### config.mk
export PLATFORM = sky130hd
export DESIGN_NAME = uart_rx_os_flat
export DESIGN_NICKNAME = d
export VERILOG_FILES = /design/src/rtl/uart_pkg.sv /design/src/rtl/uart_rx_os_if.sv /design/src/rtl/uart_fifo.sv /design/src/rtl/uart_rx_os.sv /design/src/flat_wrapper.sv
export SDC_FILE = /design/constraint.sdc
export NUM_CORES = 1
export LEC_CHECK = 0
export BUFFER_PORTS_ARGS = -buffer_cell sky130_fd_sc_hd__buf_2
export CORE_MARGIN = 3
export CORE_UTILIZATION = 59
export DETAILED_ROUTE_END_ITERATION = 8
export PLACE_DENSITY = 0.77
export SKIP_LAST_GASP = 1
export SLEW_MARGIN = 30
export SYNTH_ARGS = -nofsm -noshare
export SYNTH_HDL_FRONTEND = slang
export SYNTH_HIERARCHICAL = 1
export SYNTH_SLANG_ARGS = --single-unit
export TNS_END_PERCENT = 50
### constraint.sdc
create_clock -name clk -period 3.2 [get_ports clk]
set_input_delay 0.64 -clock clk [delete_from_list [all_inputs] [get_ports clk]]
set_output_delay 0.64 -clock clk [all_outputs]
set_load 0.02 [all_outputs]
### src/rtl/uart_pkg.sv
// Shared constants, FSM encodings and elaboration helpers for the UART blocks.
// Latency: n/a (declarations only).
// Backpressure: n/a (declarations only).
package uart_pkg;

  // Parity modes selectable by the PARITY parameter
  localparam int PAR_NONE = 0;
  localparam int PAR_ODD  = 1;
  localparam int PAR_EVEN = 2;

  // Receive FSM encoding
  typedef enum logic [2:0] {
    ST_IDLE   = 3'd0,
    ST_START  = 3'd1,
    ST_DATA   = 3'd2,
    ST_PARITY = 3'd3,
    ST_STOP   = 3'd4
  } rx_state_t;

  // Ceiling log2, usable in constant expressions for counter/pointer widths
  function automatic int clog2(input int value);
    int result;
    result = 0;
    while ((1 << result) < value) begin
      result = result + 1;
    end
    return result;
  endfunction

endpackage

### src/rtl/uart_rx_os_if.sv
// Consumer-side bundle of the oversampled UART receiver (data, flags, handshake).
// Latency: n/a (wiring only).
// Backpressure: consumer drives ready; receiver holds the head entry until ready.
interface uart_rx_os_if #(
  parameter int WIDTH = 8
);

  logic [WIDTH-1:0] data_out;
  logic             perr_out;
  logic             ferr_out;
  logic             valid;
  logic             ready;
  logic             overrun;
  logic             busy;

  // Receiver side: produces entries and status, observes ready
  modport master (
    output data_out,
    output perr_out,
    output ferr_out,
    output valid,
    output overrun,
    output busy,
    input  ready
  );

  // Consumer side: observes entries and status, drives ready
  modport slave (
    input  data_out,
    input  perr_out,
    input  ferr_out,
    input  valid,
    input  overrun,
    input  busy,
    output ready
  );

endinterface

### src/rtl/uart_fifo.sv
// Synchronous first-word-fall-through FIFO; head is visible while empty=0.
// Latency: a push into an empty FIFO is visible on rd_dat the next cycle.
// Backpressure: push while full is ignored unless a pop happens the same cycle.
module uart_fifo
  import uart_pkg::*;
#(
  parameter int WIDTH = 8,
  parameter int DEPTH = 4
) (
  input  logic             clk,
  input  logic             rst,
  input  logic             push,
  input  logic [WIDTH-1:0] wr_dat,
  input  logic             pop,
  output logic [WIDTH-1:0] rd_dat,
  output logic             full,
  output logic             empty
);

  localparam int AW = clog2(DEPTH);

  logic [WIDTH-1:0] r_mem [DEPTH];
  logic [AW:0]      r_wr_ptr;
  logic [AW:0]      r_rd_ptr;
  logic             w_wr_en;
  logic             w_rd_en;

  // Pointers carry one extra wrap bit so full and empty differ only in the MSB
  assign empty = (r_wr_ptr == r_rd_ptr);
  assign full  = (r_wr_ptr[AW] != r_rd_ptr[AW]) &&
                 (r_wr_ptr[AW-1:0] == r_rd_ptr[AW-1:0]);

  // A pop frees the slot being written, so push-while-full succeeds alongside it
  assign w_wr_en = push && (!full || pop);
  assign w_rd_en = pop && !empty;

  // Head is forced to zero when empty so stale storage never leaks out
  assign rd_dat = empty ? '0 : r_mem[r_rd_ptr[AW-1:0]];

  // Storage write; contents need no reset because empty gates the output
  always_ff @(posedge clk) begin
    if (w_wr_en) begin
      r_mem[r_wr_ptr[AW-1:0]] <= wr_dat;
    end
  end

  // Pointer advance on accepted push/pop
  always_ff @(posedge clk or posedge rst) begin
    if (rst) begin
      r_wr_ptr <= '0;
      r_rd_ptr <= '0;
    end else begin
      if (w_wr_en) begin
        r_wr_ptr <= r_wr_ptr + 1'b1;
      end
      if (w_rd_en) begin
        r_rd_ptr <= r_rd_ptr + 1'b1;
      end
    end
  end

endmodule

### src/rtl/uart_rx_os.sv
// 16x oversampled UART receiver with 3-sample majority, parity/framing flags and FWFT output FIFO.
// Latency: entry pushed on the count-9 tick of the last stop bit, valid one clk later.
// Backpressure: ready stalls the FIFO; a frame completing while full is dropped with an overrun pulse.
module uart_rx_os
  import uart_pkg::*;
#(
  parameter int CLOCK_FREQ = 16000000,
  parameter int BAUD       = 9600,
  parameter int WIDTH      = 8,
  parameter int PARITY     = 0,
  parameter int STOP_BITS  = 1,
  parameter int FIFO_DEPTH = 4
) (
  input  logic          clk,
  input  logic          rst,
  input  logic          data_in,
  uart_rx_os_if.master  rx_if
);

  localparam int DIV16 = CLOCK_FREQ / (BAUD * 16);
  localparam int TW    = clog2(DIV16);
  localparam int BW    = clog2(WIDTH);
  localparam int EW    = WIDTH + 2;

  // Line synchronizer and edge-detect copy; all idle high
  logic r_sync1;
  logic r_s;
  logic r_s_d;

  // Receive state
  rx_state_t        r_state;
  logic [TW-1:0]    r_tick_cnt;
  logic [3:0]       r_samp_cnt;
  logic [BW-1:0]    r_bit_cnt;
  logic             r_stop_cnt;
  logic [WIDTH-1:0] r_shift;
  logic             r_perr;
  logic             r_ferr;
  logic             r_busy;
  logic             r_s7;
  logic             r_s8;

  // Decode of counters and the bit decision
  logic             w_tick;
  logic             w_decide;
  logic             w_bit_end;
  logic             w_maj;
  logic             w_par_x;
  logic             w_par_err;
  logic             w_last_stop;
  logic             w_start_edge;

  // FIFO side
  logic             w_push;
  logic [EW-1:0]    w_push_dat;
  logic             w_pop;
  logic [EW-1:0]    w_head;
  logic             w_full;
  logic             w_empty;

  assign w_tick       = (r_state != ST_IDLE) && (r_tick_cnt == TW'(DIV16 - 1));
  assign w_decide     = w_tick && (r_samp_cnt == 4'd9);
  assign w_bit_end    = w_tick && (r_samp_cnt == 4'd15);
  assign w_start_edge = r_s_d && !r_s;

  // Samples 7 and 8 are held; sample 9 is the live line value on the deciding tick
  assign w_maj = (r_s7 & r_s8) | (r_s7 & r_s) | (r_s8 & r_s);

  // XOR over data and received parity bit: odd mode wants 1, even mode wants 0
  assign w_par_x   = (^r_shift) ^ w_maj;
  assign w_par_err = (PARITY == PAR_ODD) ? ~w_par_x : w_par_x;

  assign w_last_stop = (r_stop_cnt == 1'(STOP_BITS - 1));

  // Push is decided combinationally on the final stop-bit decision so the entry
  // lands in the FIFO on that same edge; the last stop bit folds into ferr here
  assign w_push     = (r_state == ST_STOP) && w_decide && w_last_stop;
  assign w_push_dat = {r_ferr | ~w_maj, r_perr, r_shift};

  assign w_pop = !w_empty && rx_if.ready;

  // Synchronize the asynchronous serial line and keep a delayed copy for edge detect
  always_ff @(posedge clk or posedge rst) begin
    if (rst) begin
      r_sync1 <= 1'b1;
      r_s     <= 1'b1;
      r_s_d   <= 1'b1;
    end else begin
      r_sync1 <= data_in;
      r_s     <= r_sync1;
      r_s_d   <= r_s;
    end
  end

  // Capture the first two of the three majority samples within each bit
  always_ff @(posedge clk or posedge rst) begin
    if (rst) begin
      r_s7 <= 1'b0;
      r_s8 <= 1'b0;
    end else if (w_tick) begin
      if (r_samp_cnt == 4'd7) begin
        r_s7 <= r_s;
      end
      if (r_samp_cnt == 4'd8) begin
        r_s8 <= r_s;
      end
    end
  end

  // Receive FSM with oversampling counters, shift register and error flags
  always_ff @(posedge clk or posedge rst) begin
    if (rst) begin
      r_state    <= ST_IDLE;
      r_tick_cnt <= '0;
      r_samp_cnt <= '0;
      r_bit_cnt  <= '0;
      r_stop_cnt <= 1'b0;
      r_shift    <= '0;
      r_perr     <= 1'b0;
      r_ferr     <= 1'b0;
      r_busy     <= 1'b0;
    end else begin
      if (r_state != ST_IDLE) begin
        r_tick_cnt <= w_tick ? '0 : r_tick_cnt + 1'b1;
        if (w_tick) begin
          r_samp_cnt <= r_samp_cnt + 4'd1;
        end
      end

      case (r_state)
        ST_IDLE: begin
          // Falling edge needs s_d=1, so a held-low line cannot retrigger
          if (w_start_edge) begin
            r_state    <= ST_START;
            r_tick_cnt <= '0;
            r_samp_cnt <= '0;
            r_bit_cnt  <= '0;
            r_stop_cnt <= 1'b0;
            r_perr     <= 1'b0;
            r_ferr     <= 1'b0;
            r_busy     <= 1'b1;
          end
        end

        ST_START: begin
          // A start bit that votes high was a glitch: drop it without output
          if (w_decide && w_maj) begin
            r_state <= ST_IDLE;
            r_busy  <= 1'b0;
          end else if (w_bit_end) begin
            r_state <= ST_DATA;
          end
        end

        ST_DATA: begin
          if (w_decide) begin
            r_shift <= {w_maj, r_shift[WIDTH-1:1]};
          end
          if (w_bit_end) begin
            r_bit_cnt <= r_bit_cnt + 1'b1;
            if (r_bit_cnt == BW'(WIDTH - 1)) begin
              r_state <= (PARITY != PAR_NONE) ? ST_PARITY : ST_STOP;
            end
          end
        end

        ST_PARITY: begin
          if (w_decide) begin
            r_perr <= w_par_err;
          end
          if (w_bit_end) begin
            r_state <= ST_STOP;
          end
        end

        ST_STOP: begin
          // Leaving at count 9 of the last stop bit rearms edge detection early
          if (w_decide) begin
            if (w_last_stop) begin
              r_state <= ST_IDLE;
              r_busy  <= 1'b0;
            end else begin
              r_ferr <= r_ferr | ~w_maj;
            end
          end else if (w_bit_end) begin
            r_stop_cnt <= r_stop_cnt + 1'b1;
          end
        end

        default: begin
          r_state <= ST_IDLE;
          r_busy  <= 1'b0;
        end
      endcase
    end
  end

  uart_fifo #(
    .WIDTH (EW),
    .DEPTH (FIFO_DEPTH)
  ) u_fifo (
    .clk    (clk),
    .rst    (rst),
    .push   (w_push),
    .wr_dat (w_push_dat),
    .pop    (w_pop),
    .rd_dat (w_head),
    .full   (w_full),
    .empty  (w_empty)
  );

  assign rx_if.data_out = w_head[WIDTH-1:0];
  assign rx_if.perr_out = w_head[WIDTH];
  assign rx_if.ferr_out = w_head[WIDTH+1];
  assign rx_if.valid    = !w_empty;
  assign rx_if.busy     = r_busy;

  // Overrun flags the rejected push in the same cycle it is attempted
  assign rx_if.overrun  = w_push && w_full && !w_pop;

endmodule

### src/flat_wrapper.sv
// flat-port wrapper written by rule: the top's interface ports become plain ports
module uart_rx_os_flat import uart_pkg::*;
#(
  parameter int CLOCK_FREQ = 16000000,
  parameter int BAUD       = 9600,
  parameter int WIDTH      = 8,
  parameter int PARITY     = 0,
  parameter int STOP_BITS  = 1,
  parameter int FIFO_DEPTH = 4
)
  (clk, rst, data_in, rx_if_data_out, rx_if_perr_out, rx_if_ferr_out, rx_if_valid, rx_if_overrun, rx_if_busy, rx_if_ready);
  uart_rx_os_if #(.WIDTH(WIDTH)) rx_if_i ();
  input  logic clk;
  input  logic rst;
  input  logic data_in;
  output wire logic [$bits(rx_if_i.data_out)-1:0] rx_if_data_out;
  output wire logic [$bits(rx_if_i.perr_out)-1:0] rx_if_perr_out;
  output wire logic [$bits(rx_if_i.ferr_out)-1:0] rx_if_ferr_out;
  output wire logic [$bits(rx_if_i.valid)-1:0] rx_if_valid;
  output wire logic [$bits(rx_if_i.overrun)-1:0] rx_if_overrun;
  output wire logic [$bits(rx_if_i.busy)-1:0] rx_if_busy;
  input wire logic [$bits(rx_if_i.ready)-1:0] rx_if_ready;
  assign rx_if_data_out = rx_if_i.data_out;
  assign rx_if_perr_out = rx_if_i.perr_out;
  assign rx_if_ferr_out = rx_if_i.ferr_out;
  assign rx_if_valid = rx_if_i.valid;
  assign rx_if_overrun = rx_if_i.overrun;
  assign rx_if_busy = rx_if_i.busy;
  assign rx_if_i.ready = rx_if_ready;
  uart_rx_os #(.CLOCK_FREQ(CLOCK_FREQ), .BAUD(BAUD), .WIDTH(WIDTH), .PARITY(PARITY), .STOP_BITS(STOP_BITS), .FIFO_DEPTH(FIFO_DEPTH)) u_core (.clk(clk), .rst(rst), .data_in(data_in), .rx_if(rx_if_i));
endmodule
Word-level counts from Yosys, hierarchy flattened --
Memory sizes are Yosys's and may differ from the RTL's. Index checks and enable logic that the tools add are counted.
Operators by class: bitwise operators 10, reduce and logical (&&, ||, !) cells 34, eq/ne operators 25, order comparisons 0, muxes and demuxes 37, multiply operators 0, add/sub/neg operators 6, shift-type cells 0, div/mod/pow operators 0
Operators by type and width (count):
- 3-bit two-way mux | 10
- 7-bit two-way mux | 4
- 2-bit by 1-bit != test with 1-bit output (second input constant) | 9
- 4-bit two-way mux | 4
- 3-bit one-hot mux with 5 select lines | 1
- 1-bit logical AND | 13
- 4-bit equality test (second input constant) | 3
- 1-bit two-way mux | 12
- 10-bit two-way mux | 1
- 3-bit by 1-bit adder with 3-bit output (second input constant) | 3
- 4-bit AND reduction | 2
- 8-bit parity | 1
- 7-bit by 1-bit adder with 7-bit output (second input constant) | 1
- 7-bit equality test (second input constant) | 1
- 7-bit AND reduction | 1
- 3-bit by 2-bit equality test with 1-bit output (second input constant) | 2
- 3-bit equality test (second input constant) | 2
- 1-bit one-hot mux with 2 select lines | 3
- 3-bit one-hot mux with 2 select lines | 1
- 2-bit AND reduction | 3
- 3-bit AND reduction | 2
- 2-bit nonzero test | 3
- 5-bit AND reduction | 1
- 4-bit by 1-bit adder with 4-bit output (second input constant) | 1
- other kinds (18) | 28
Storage, ports and cells: logic and storage cells 129, register bits after elaboration 40, memories 1, output and inout bits 13, bits in writable memories 40, ROM bits 0, input bits 4, bits in latches 0
Memories:
- u_core.u_fifo.r_mem | words 4, width 10, read ports 1, clocked after Yosys merged registers in 0, wr ports 1, RTL line uart_fifo.sv:22 | logic [WIDTH-1:0] r_mem [DEPTH];

Logic depth before layout (Yosys ltp) --
word-level depth 8, gate-level depth with buffers 8, mapped depth without buffers 8

By module --
Netlist, hierarchy kept.
By module, submodules not included:
- uart_fifo | area an instance 1923.1 um2, cells an instance 99, seq. area each 1351.3 um2, times used 1
- uart_rx_os | area an instance 1804.2 um2, cells an instance 164, seq. area each 854.6 um2, times used 1

Least setup slack after synthesis --
Ideal clock, no wire load.
path type flip-flop to flip-flop, from register u_core.u_fifo.r_rd_ptr[0], to memory u_core/u_fifo/r_mem[0][0] in the netlist's numbering (enable), cell stages (with the launch flop) 7, required time 2.912 ns, data arrival time 2.178 ns, setup time 0.288 ns, path slack 0.734 ns, cells stage by stage dfrtp_1 -> xor2_2 -> nor3_1 -> clkbuf_1 -> nor2b_1 -> or4_1 -> and3_1
Between the ends: longest elaborated chain between the ends 7, elaborated cells on any way between the ends 10
Ends and longest elaborated chain:
- start, declared | RTL line uart_fifo.sv:24 | logic [AW:0] r_rd_ptr;
- start signal, assigned | RTL line uart_fifo.sv:57 | r_rd_ptr <= r_rd_ptr + 1'b1;
- 3-bit equality test | RTL line uart_fifo.sv:29 | assign empty = (r_wr_ptr == r_rd_ptr);
- named net u_core.w_empty | RTL line uart_rx_os.sv:59 | logic w_empty;
- 1-bit zero test | RTL line uart_rx_os.sv:80 | assign w_pop = !w_empty && rx_if.ready;
- 1-bit logical AND | RTL line uart_rx_os.sv:80
- named net u_core.w_pop | RTL line uart_rx_os.sv:56 | logic w_pop;
- 1-bit logical OR | RTL line uart_fifo.sv:34 | assign w_wr_en = push && (!full || pop);
- 1-bit logical AND | RTL line uart_fifo.sv:34
- 1-bit two-way mux | RTL line uart_fifo.sv:42 | if (w_wr_en) begin
- 1-bit two-way mux (implied by the code) | RTL line uart_fifo.sv:43 | r_mem[r_wr_ptr[AW-1:0]] <= wr_dat;
- end, declared | RTL line uart_fifo.sv:22
The timed path passes the listed nets, and every way through them passes these cells.

Worst setup path in the final report --
from register u_core.r_tick_cnt[0], to output rx_if_overrun
Between the ends: longest elaborated chain between the ends 7
Ends and longest elaborated chain:
- start, declared | RTL line uart_rx_os.sv:32 | logic [TW-1:0] r_tick_cnt;
- start signal, assigned | RTL line uart_rx_os.sv:124 | r_tick_cnt <= w_tick ? '0 : r_tick_cnt + 1'b1;
- 7-bit equality test | RTL line uart_rx_os.sv:61 | assign w_tick = (r_state != ST_IDLE) && (r_tick_cnt == TW'(DIV16 - 1));
- 1-bit logical AND | RTL line uart_rx_os.sv:61
- 1-bit logical AND | RTL line uart_rx_os.sv:62 | assign w_decide = w_tick && (r_samp_cnt == 4'd9);
- 1-bit logical AND (2 in a row) | RTL line uart_rx_os.sv:77 | assign w_push = (r_state == ST_STOP) && w_decide && w_last_stop;
- named net u_core.w_push | RTL line uart_rx_os.sv:54 | logic w_push;
- 1-bit logical AND (2 in a row) | RTL line uart_rx_os.sv:219 | assign rx_if.overrun = w_push && w_full && !w_pop;
- end, declared | RTL line flat_wrapper.sv:20 | output wire logic [$bits(rx_if_i.overrun)-1:0] rx_if_overrun;
The timed path passes the listed nets, and every way through them passes these cells.

==> impl_results.html <==
<table>
<tr><th>Metric</th><th>Value</th></tr>
<tr><th colspan="2">Yosys</th></tr>
<tr><td>Total number of yosys warnings</td><td>6</td></tr>
<tr><td>Synth unique cells</td><td>57</td></tr>
<tr><td>Post-synthesis register bit count</td><td>80</td></tr>
<tr><td>Cells after Synth</td><td>263</td></tr>
<tr><td>Synth Flop Type</td><td>sky130_fd_sc_hd__edfxtp_1</td></tr>
<tr><td>Count of flip-flops with a built-in enable after synthesis</td><td>40</td></tr>
<tr><td>Nets in the synthesized netlist</td><td>278</td></tr>
<tr><td>Seq/Total Area, Yosys</td><td>0.592</td></tr>
<tr><td>FFs w/ async S/R, synth</td><td>0.500</td></tr>
<tr><td>Cell Area, Synth</td><td>3730 µm²</td></tr>
<tr><td>Synth Area per Inst</td><td>14.2 µm²</td></tr>
<tr><th colspan="2">Final layout</th></tr>
<tr><td>Most used cells in the layout excluding fill and tap cells</td><td>40 x sky130_fd_sc_hd__edfxtp_1, 37 x sky130_fd_sc_hd__dfrtp_1, 16 x sky130_fd_sc_hd__buf_2, 14 x sky130_fd_sc_hd__inv_1, 13 x sky130_fd_sc_hd__nor2_1</td></tr>
<tr><td>Non-filler cells in the finished layout</td><td>365</td></tr>
<tr><td>Most common library cell in the layout ignoring fill and taps</td><td>sky130_fd_sc_hd__edfxtp_1</td></tr>
<tr><td>Number of nets in the finished design</td><td>300</td></tr>
<tr><td>N_diodes</td><td>0</td></tr>
<tr><td>P&amp;R area growth vs syn</td><td>8.96%</td></tr>
<tr><td>Share of final-layout standard cells stronger than drive strength 1</td><td>0.207</td></tr>
<tr><td>Final instance area</td><td>4060 µm²</td></tr>
<tr><td>Fillers</td><td>429</td></tr>
<tr><th colspan="2">Floorplanning</th></tr>
<tr><td>Starting density of the core</td><td>0.619</td></tr>
<tr><td>Die W</td><td>85.5 µm</td></tr>
<tr><td>Core Area</td><td>6030 µm²</td></tr>
<tr><td>Total Die Area</td><td>7310 µm²</td></tr>
<tr><td>Die boundary height</td><td>85.5 µm</td></tr>
<tr><td>Count of boundary I/O pins</td><td>17</td></tr>
<tr><td>Site Rows</td><td>28</td></tr>
<tr><th colspan="2">Global route</th></tr>
<tr><td>Residual overflow from global routing</td><td>0</td></tr>
<tr><td>Antenna violations before repair</td><td>0</td></tr>
<tr><td>Number of global-route vias before repair</td><td>2211</td></tr>
<tr><td>Total routing resource utilization after global routing</td><td>0.200</td></tr>
<tr><td>Wire length of the first global-routing pass</td><td>11000 µm</td></tr>
<tr><td>Pin count of the biggest net entering global routing</td><td>35</td></tr>
<tr><th colspan="2">Power and ir drop</th></tr>
<tr><td>Total chip power</td><td>0.00198 W</td></tr>
<tr><td>Lkg Pwr</td><td>1.74 nW</td></tr>
<tr><td>Peak supply drop</td><td>0.412 mV</td></tr>
<tr><td>Areal power density over the cells</td><td>488 nW/µm²</td></tr>
<tr><th colspan="2">Detailed routing</th></tr>
<tr><td>Drt pass-1 iters</td><td>4</td></tr>
<tr><td>Antenna violation net count after detailed routing</td><td>0</td></tr>
<tr><td># DRC</td><td>0</td></tr>
<tr><td>Post-DR vias/cell</td><td>5.88</td></tr>
<tr><td>Vias after detailed routing</td><td>2147</td></tr>
<tr><td>Aggregate routed wire length</td><td>6450 µm</td></tr>
<tr><td>Post-detailed-route wirelength per cell</td><td>17.7 µm</td></tr>
<tr><td>Number of DRC violations after detailed-routing iteration 0</td><td>80</td></tr>
<tr><th colspan="2">Timing</th></tr>
<tr><td>Setup violators final</td><td>0</td></tr>
<tr><td>Highest attainable clock frequency</td><td>0.340 GHz</td></tr>
<tr><td>Setup slack of the critical path after layout</td><td>0.260 ns</td></tr>
<tr><td>Slew at the pin with the worst max-slew slack</td><td>0.645 ns</td></tr>
<tr><td>Number of pins exceeding their max-slew limit in the final report</td><td>0</td></tr>
<tr><td>Worst slew margin relative to its limit</td><td>0.567</td></tr>
<tr><td>Worst clock skew on the final layout</td><td>0.0109 ns</td></tr>
<tr><td>Final worst path period share</td><td>0.919</td></tr>
<tr><td>Setup TNS</td><td>0 ns</td></tr>
<tr><td>Setup repair after global routing missed its margin</td><td>no</td></tr>
<tr><td>Final min period</td><td>2.94 ns</td></tr>
<tr><td>Endpoints failing hold</td><td>0</td></tr>
<tr><th colspan="2">Place</th></tr>
<tr><td>Post-Place Setup Slack</td><td>0.541 ns</td></tr>
<tr><td>Weighted congestion at the end of routability-driven global placement</td><td>0.835</td></tr>
<tr><td>Instance area after placement</td><td>3880 µm²</td></tr>
<tr><td>Placed insts</td><td>349</td></tr>
<tr><td>DP HPWL</td><td>4500 µm</td></tr>
<tr><td>Total of buffers placed on input and output ports</td><td>16</td></tr>
<tr><th colspan="2">Clocking</th></tr>
<tr><td>CTS hold repair buffers</td><td>0</td></tr>
<tr><td>CTS tree</td><td>yes</td></tr>
<tr><td>TritonCTS Buffers</td><td>9</td></tr>
<tr><td>Clock latency at the later pin of the worst-skew pair</td><td>0.34 ns</td></tr>
<tr><td>Number of levels the H-tree was split into</td><td>3</td></tr>
<tr><td>Largest buffer count on any clock path</td><td>2</td></tr>
<tr><td>Clock-pin slew reported for the worst setup and hold paths after clock tree synthesis</td><td>0.08 ns</td></tr>
<tr><td>Master cell of the clock root buffer</td><td>sky130_fd_sc_hd__clkbuf_8</td></tr>
<tr><td>CTS Sinks</td><td>80</td></tr>
<tr><th colspan="2">Run</th></tr>
<tr><td>Max-cap violations</td><td>0</td></tr>
<tr><th colspan="2">Worst setup path</th></tr>
<tr><td>Endpoint required time on the critical path</td><td>2.56 ns</td></tr>
<tr><td>Largest fanout on the critical path</td><td>8</td></tr>
<tr><td>Start-to-end type of the worst setup path</td><td>flop to output port</td></tr>
<tr><td>Startpoint kind of the worst setup timing path</td><td>flop</td></tr>
<tr><td>CP Data Arrival Time</td><td>2.30 ns</td></tr>
<tr><td>Element type at the critical path end</td><td>output port</td></tr>
<tr><th colspan="2">Hold path</th></tr>
<tr><td>Worst Hold Class</td><td>primary input to async pin</td></tr>
<tr><th colspan="2">Outcome</th></tr>
<tr><td>Run status</td><td>complete, no violations</td></tr>
</table>
[stage by stage]
step                 util  hold slack [ns]
finish              0.674            0.208
global route        0.674            0.224
detailed placement  0.645            0.351
floorplan               -            0.345
CTS                 0.673            0.208
global placement    0.645            0.347
[metal layers]
layer	track usage	routed length (µm)	vias to the layer above
met2	0.317	3110	29
met1	0.273	3070	1087
met4	0.0921	82	0
met5	0	0	-
li1	-	-	1024
met3	0.0320	183	7
[report_power, final]
part	switching [W]	internal, W
logic	0.0000949	0.0000724
registers	0.0000498	0.00111
clock network	0.000362	0.000288
total	0.000507	0.00147
[Yosys cell counts (all sizes together), types with 2 or more instances]
| master | number | share of area |
|---|---|---|
| nand2b | 2 | 0.0034 |
| nand2 | 10 | 0.010 |
| nand3 | 4 | 0.0054 |
| clkbuf | 2 | 0.0020 |
| a21oi | 2 | 0.0027 |
| ha | 11 | 0.037 |
| nor3 | 8 | 0.018 |
| o21ai | 13 | 0.018 |
| mux2i | 3 | 0.0081 |
| edfxtp | 40 | 0.32 |
| buf | 7 | 0.011 |
| mux4 | 10 | 0.060 |
| inv | 14 | 0.014 |
| nand4b | 2 | 0.0047 |
| nor2b | 11 | 0.018 |
| o31ai | 2 | 0.0040 |
| and3 | 5 | 0.0084 |
| dfstp | 3 | 0.021 |
| xnor2 | 12 | 0.028 |
| a21o | 3 | 0.0060 |
| dfrtp | 37 | 0.25 |
| o41ai | 4 | 0.011 |
| mux2 | 13 | 0.039 |
| nor4 | 2 | 0.0034 |
| or3 | 2 | 0.0047 |
| xor2 | 4 | 0.013 |
| nor2 | 13 | 0.013 |
| o2bb2ai | 2 | 0.0047 |
| a22o | 4 | 0.0094 |
[kinds of logic (layout without fill, tap and decap cells)]
family	after synthesis	in the layout	share of synthesized area
AO/OA/AOI/OAI	38	38	0.0796
XOR/XNOR	17	17	0.0477
adder cells (fa/ha/maj)	12	12	0.0396
buffers and inverters	23	50	0.0269
flip-flops	80	80	0.592
multiplexers	26	26	0.108
AND/OR/NAND/NOR	67	67	0.107
[final timing paths]
path	end	cells after the start	slack, ns	start
min	u_core/u_fifo/r_wr_ptr[1]	2	0.21	rst
min reg2reg	u_core/r_s	0	0.36	u_core/r_sync1
max	rx_if_overrun	7	0.26	u_core/r_tick_cnt[0]
max reg2reg	u_core/u_fifo/r_mem[0][6]	5	0.55	u_core/u_fifo/r_rd_ptr[1]
min in group clk	u_core/r_s	0	0.36	u_core/r_sync1
max in group asynchronous	u_core/r_s_d	3	2.47	rst
[worst max-delay path, cell delays in order, from the launching register on]
cell	delay, ns
sky130_fd_sc_hd__dfrtp_1	0.40
sky130_fd_sc_hd__ha_1	0.23
sky130_fd_sc_hd__nand2_1	0.25
sky130_fd_sc_hd__nor3_4	0.34
sky130_fd_sc_hd__nor3b_1	0.23
sky130_fd_sc_hd__buf_4	0.17
sky130_fd_sc_hd__and3b_1	0.17
sky130_fd_sc_hd__buf_2	0.17
[registers in the layout, summed over array words and instances, names as in the netlist, 3 cells and up]
| register | flops |
|---|---|
| u_core/r_bit_cnt | 3 |
| u_core/r_samp_cnt | 4 |
| u_core/r_shift | 8 |
| u_core/r_state | 3 |
| u_core/r_tick_cnt | 7 |
| u_core/u_fifo/r_mem | 40 |
| u_core/u_fifo/r_rd_ptr | 3 |
| u_core/u_fifo/r_wr_ptr | 3 |
[repair_timing]
item                                    in CTS  in global routing
resized for setup                            0                  1
setup buffers                                0                  0
endpoints found under the setup margin       0                  1
[final cells by class]
type | instances | area (µm²) | area share
multi-input cells | 160 | 1430 | 0.351
clock buffers | 11 | 131 | 0.0323
repair buffers | 20 | 110 | 0.0271
well taps | 75 | 93.8 | 0.0231
clock inverters | 5 | 41.3 | 0.0102
inverters | 14 | 52.6 | 0.0129
flip-flops and latches | 80 | 2210 | 0.543
No activity file was read; power rests on OpenSTA's default activity.
